### src/rtl/half_adder_pkg.sv
// Shared definitions for the half_adder_df block: default lane count,
// default carry-event counter width, counter saturation limit and the
// lane vector type.
package half_adder_pkg;

    localparam int HA_WIDTH_DEF = 1;
    localparam int HA_CNT_W_DEF = 16;

    typedef logic [HA_WIDTH_DEF-1:0] lane_vec_t;

    // Largest value a cnt_w-bit counter can hold (2^cnt_w - 1).
    function automatic logic [63:0] cnt_sat_limit(input int cnt_w);
        cnt_sat_limit = (64'd1 << cnt_w) - 64'd1;
    endfunction

endpackage : half_adder_pkg

### src/rtl/half_adder_lane.sv
// Single-bit half adder in dataflow form: s = a ^ b, c = a & b.
module half_adder_lane (
    input  logic a,
    input  logic b,
    output logic s,
    output logic c
);

    assign s = a ^ b;
    assign c = a & b;

endmodule : half_adder_lane

### src/rtl/half_adder_df.sv
// Bit-parallel half adder. WIDTH independent lanes, no carry between lanes.
// Combinational s/c are pure dataflow and ignore clk/rst_n/in_valid.
// A registered copy (s_q/c_q/out_valid) and a saturating counter of valid
// cycles carrying in any lane serve pipelined consumers.
// Optional build macro HALF_ADDER_SELFCHK_EN adds a sticky err output that
// re-checks the registered result against captured copies of a/b.
module half_adder_df
    import half_adder_pkg::*;
#(
    parameter int WIDTH = HA_WIDTH_DEF,
    parameter int CNT_W = HA_CNT_W_DEF
) (
    input  logic             clk,
    input  logic             rst_n,
    input  logic [WIDTH-1:0] a,
    input  logic [WIDTH-1:0] b,
    input  logic             in_valid,
    input  logic             clr_cnt,
    output logic [WIDTH-1:0] s,
    output logic [WIDTH-1:0] c,
    output logic [WIDTH-1:0] s_q,
    output logic [WIDTH-1:0] c_q,
    output logic             out_valid,
`ifdef HALF_ADDER_SELFCHK_EN
    output logic [CNT_W-1:0] carry_cnt,
    output logic             err
`else
    output logic [CNT_W-1:0] carry_cnt
`endif
);

    localparam logic [CNT_W-1:0] CNT_MAX = CNT_W'(cnt_sat_limit(CNT_W));

    logic [WIDTH-1:0] s_s;
    logic [WIDTH-1:0] c_s;
    logic [WIDTH-1:0] s_q_r;
    logic [WIDTH-1:0] c_q_r;
    logic             out_valid_r;
    logic [CNT_W-1:0] carry_cnt_r;
    logic             carry_hit_s;
    logic             cnt_at_max_s;

    for (genvar gi = 0; gi < WIDTH; gi++) begin : g_lane
        half_adder_lane u_lane (
            .a (a[gi]),
            .b (b[gi]),
            .s (s_s[gi]),
            .c (c_s[gi])
        );
    end

    assign s = s_s;
    assign c = c_s;

    // A carry event is a qualified cycle where at least one lane carries.
    always_comb begin
        carry_hit_s  = in_valid & (|c_s);
        cnt_at_max_s = (carry_cnt_r == CNT_MAX);
    end

    // Capture the sum/carry on qualified cycles; out_valid follows in_valid.
    always_ff @(posedge clk or negedge rst_n) begin
        if (!rst_n) begin
            s_q_r       <= {WIDTH{1'b0}};
            c_q_r       <= {WIDTH{1'b0}};
            out_valid_r <= 1'b0;
        end else begin
            out_valid_r <= in_valid;
            if (in_valid) begin
                s_q_r <= s_s;
                c_q_r <= c_s;
            end else begin
                s_q_r <= s_q_r;
                c_q_r <= c_q_r;
            end
        end
    end

    // Saturating carry-event counter; clear wins over increment.
    always_ff @(posedge clk or negedge rst_n) begin
        if (!rst_n) begin
            carry_cnt_r <= {CNT_W{1'b0}};
        end else if (clr_cnt) begin
            carry_cnt_r <= {CNT_W{1'b0}};
        end else if (carry_hit_s && !cnt_at_max_s) begin
            carry_cnt_r <= carry_cnt_r + CNT_W'(1);
        end else begin
            carry_cnt_r <= carry_cnt_r;
        end
    end

    assign s_q       = s_q_r;
    assign c_q       = c_q_r;
    assign out_valid = out_valid_r;
    assign carry_cnt = carry_cnt_r;

`ifdef HALF_ADDER_SELFCHK_EN
    logic [WIDTH-1:0] a_r;
    logic [WIDTH-1:0] b_r;
    logic             chk_bad_s;
    logic             err_r;

    // Keep the operands that produced s_q/c_q so the result can be re-derived.
    always_ff @(posedge clk or negedge rst_n) begin
        if (!rst_n) begin
            a_r <= {WIDTH{1'b0}};
            b_r <= {WIDTH{1'b0}};
        end else if (in_valid) begin
            a_r <= a;
            b_r <= b;
        end else begin
            a_r <= a_r;
            b_r <= b_r;
        end
    end

    // Per lane, the registered pair must encode a_r + b_r as {c_q, s_q}.
    always_comb begin
        chk_bad_s = 1'b0;
        for (int i = 0; i < WIDTH; i++) begin
            if (({1'b0, s_q_r[i]} + {c_q_r[i], 1'b0}) !=
                ({1'b0, a_r[i]} + {1'b0, b_r[i]})) begin
                chk_bad_s = 1'b1;
            end else begin
                chk_bad_s = chk_bad_s;
            end
        end
    end

    // Sticky error flag, only evaluated while the registered data is valid.
    always_ff @(posedge clk or negedge rst_n) begin
        if (!rst_n) begin
            err_r <= 1'b0;
        end else if (out_valid_r && chk_bad_s) begin
            err_r <= 1'b1;
        end else begin
            err_r <= err_r;
        end
    end

    assign err = err_r;
`endif

endmodule : half_adder_df

### config.mk
export PLATFORM = sky130hd
export DESIGN_NAME = half_adder_df
export DESIGN_NICKNAME = d
export VERILOG_FILES = /design/src/rtl/half_adder_pkg.sv /design/src/rtl/half_adder_lane.sv /design/src/rtl/half_adder_df.sv
export SDC_FILE = /design/constraint.sdc
export NUM_CORES = 1
export LEC_CHECK = 0
export ABC_AREA = 1
export BUFFER_PORTS_ARGS = -buffer_cell sky130_fd_sc_hd__clkbuf_2
export CORE_UTILIZATION = 47
export CTS_CLUSTER_DIAMETER = 40
export DETAILED_ROUTE_END_ITERATION = 7
export PLACE_DENSITY = 0.77
export SLEW_MARGIN = 10
export SYNTH_ARGS = -nofsm -noshare
export SYNTH_HDL_FRONTEND = slang
export SYNTH_SLANG_ARGS = --single-unit
### constraint.sdc
create_clock -name clk -period 1.7 [get_ports clk]
set_clock_uncertainty 0.1 [all_clocks]
set_input_delay 0.255 -clock clk [delete_from_list [all_inputs] [get_ports clk]]
set_output_delay 0.255 -clock clk [all_outputs]
set_load 0.1 [all_outputs]
==> run summary <==
Syn nets - 163
Crit Path Category - flip-flop to output port
DR pass1 iterations - 5
Diodes inserted - 0
Post-DRT Antenna Nets - 0
Synth area leader - dfrtp_1
Port bufs - 26
Worst-margin pin slew - 542 ps
F_max - 611 MHz
Worst slew margin relative to its limit - 64.0%
CTS Buf Count - 3
FFs w/ async S/R, synth - 100%
Max Cap Viol - 0
Slowest stage cell, crit path - dfrtp_4
DRT iter0 DRCs - 47
Worst path cell trace - buf_4, buf_2
Clk_lat worst skew - 300 ps
Static Leakage - 0.706 nW
Distinct cells, synth - 21
Post-synth EDFFs - 0
Synth top area cells - dfrtp_1 (42%), nand2_1 (20%), nand3_1 (5.8%), nand4_1 (5.6%), nor2_1 (5.4%)
Critical Path End Type - output port
Die W - 50.8 um
Area Overhead vs Synth - 30.4%
Number of global-route vias before repair - 1037
Global-route usage over all layers - 22.6%
CTS H-tree depth - 1
Final setup viols - 0
Fin nets - 197
Min-delay worst type - input port to flip-flop
Yosys synthesis warning count - 0
Die Area - 2580 um2
Crit path buf inv count - 2
Largest net degree at the start of global routing - 20
Finished Cell Area - 1460 um2
Grt total ovfl - 0
Via count - 1140
Core ar. - 2230 um2
Synth Flop Type - dfrtp_1
Max Slew Vio Count - 0
PwrDens - 602 nW/um2
Share of cells above drive strength 1 - 32.4%
First-pass GRT wire length - 4410 um
Boundary pin count - 27
Final Hold Vio Count - 0
Synth top area share - 42.4%
FF-to-FF Start - carry_cnt[1]
Post-Route WL - 2680 um
Mapped Cells - 155
# rows - 17
Flops & latches, synth - 19
Maximum root-to-sink buffer count - 2
Initial Utilization - 50.2%
Mapped Avg Cell Area - 7.23 um2
Post-synthesis sequential area ratio - 42.4%
Max rail drop VDD - 0.566 mV
Outcome - completed
Hold Startpoint - clr_cnt
Initial antenna violation count - 0
# clock sinks - 19
DP Wirelength - 1930 um
Startpoint types - flip-flop
CTS tree - yes
Via density - 5.28
Critical Path RT - 1340 ps
Worst Path Arrival - 1280 ps
DR DRC count - 0
Slowest stage delay, CP - 420 ps
Post-DR wirelength/cell - 12.4 um
Largest delay contributor family on the critical path - buffers and inverters
Critical path origin - carry_cnt[8]
Clk slew on worst S/H paths - 110 ps
Post-DP Area - 1370 um2
Setup TNS Final - 0 ps
Cell area after synthesis - 1120 um2
Routability cong. - 0.866
Minimum clock period - 1640 ps
Die Ht - 50.8 um
Clock Tree Root - clkbuf_4
Top fanout value on the critical path - 6
Fin crit share - 96.2%
==> path summary, 6_finish.rpt <==
path                                 end  slack [ps]  cells after the start
max                         carry_cnt[8]          60                      2
min                        carry_cnt[12]          90                      2
max reg2reg                carry_cnt[10]          80                      9
min reg2reg                          s_q         440                      1
max in group asynchronous   carry_cnt[9]         790                      2
min in group asynchronous   carry_cnt[8]         330                      2
==> per-stage QoR <==
stage / worst slack, ps / std cells / util (%) / hold slack (ps) / power, W
after floorplan: -116 / 155 / - / -141 / 0.000600
after global placement: 80.4 / 208 / 61.4 / 131 / 0.000639
after detailed placement: -2.16 / 208 / 61.4 / 133 / 0.000642
after global routing: -9.45 / 216 / 65.4 / 59.2 / 0.000913
final: 64.0 / 216 / 65.4 / 87.4 / 0.000880
after CTS: 27.6 / 216 / 64.7 / 79.1 / 0.000885
==> cell families after synthesis <==
| kind of cell | after synthesis | share of synthesized area [%] |
|---|---|---|
| adders and majority gates | 2 | 2.23 |
| DFF | 19 | 42.4 |
| muxes | 1 | 1.00 |
| AOI/OAI and AO/OA | 7 | 3.57 |
| and+or+nand+nor | 107 | 41.9 |
| buffers and inverters | 15 | 5.80 |
| xor gates and xnor gates | 4 | 3.13 |
==> cell usage in the layout (no fill, tap or decap), types with 5 or more instances in the layout <==
cell / instances
nand4_1: 10
dfrtp_4: 6
nor2_4: 5
dfrtp_2: 10
inv_1: 12
nand2_1: 59
clkbuf_2: 23
nand3_1: 13
nor2_1: 15
==> sequential cells by signal, indices dropped and copies added, names as in the netlist <==
register   flops
carry_cnt     16
s_q            1
out_valid      1
c_q            1
==> Yosys cell counts, types with 2 or more instances <==
cell type / count
nand4_1: 10
ha_1: 2
a21oi_1: 2
nand3_1: 13
o21ai_0: 3
nand2_1: 60
inv_1: 12
o21bai_1: 2
dfrtp_1: 19
nor2_2: 4
nor2_1: 16
xor2_1: 3
==> final cells by class <==
class | instances | area [um2]
inverter | 12 | 45.0
multi-input combinational | 121 | 631
clock buffer | 4 | 26.3
fill | 207 | 772
tap | 28 | 35.0
timing repair buffer | 32 | 214
sequential | 19 | 510
==> report_power, final <==
group / internal (W) / total [W] / switching [W]
registers: 0.000461 / 0.000467 / 0.00000599
logic: 0.0000442 / 0.000179 / 0.000135
clock network: 0.0000913 / 0.000235 / 0.000143
total: 0.000596 / 0.000880 / 0.000284
==> per-layer routing <==
metal / track usage [%] / vias to the layer above / share of wire, % / routed length, um
li1: - / 565 / - / -
met1: 29.6 / 529 / 44 / 1180
met2: 39.1 / 42 / 49 / 1310
met3: 2.98 / 4 / 6.3 / 169
met4: 6.48 / 0 / 0.86 / 23
met5: 0 / - / 0 / 0
==> what timing repair did <==
action / 4_1_cts / 5_1_grt
pin swaps: 1 / 1
setup buffers: 2 / 0
setup endpoints to repair: 1 / 14
hold buffers: 2 / 0
resized for setup: 0 / 5
endpoints found under the hold margin: 20 / 0
Power figures use the tool's default switching activity.
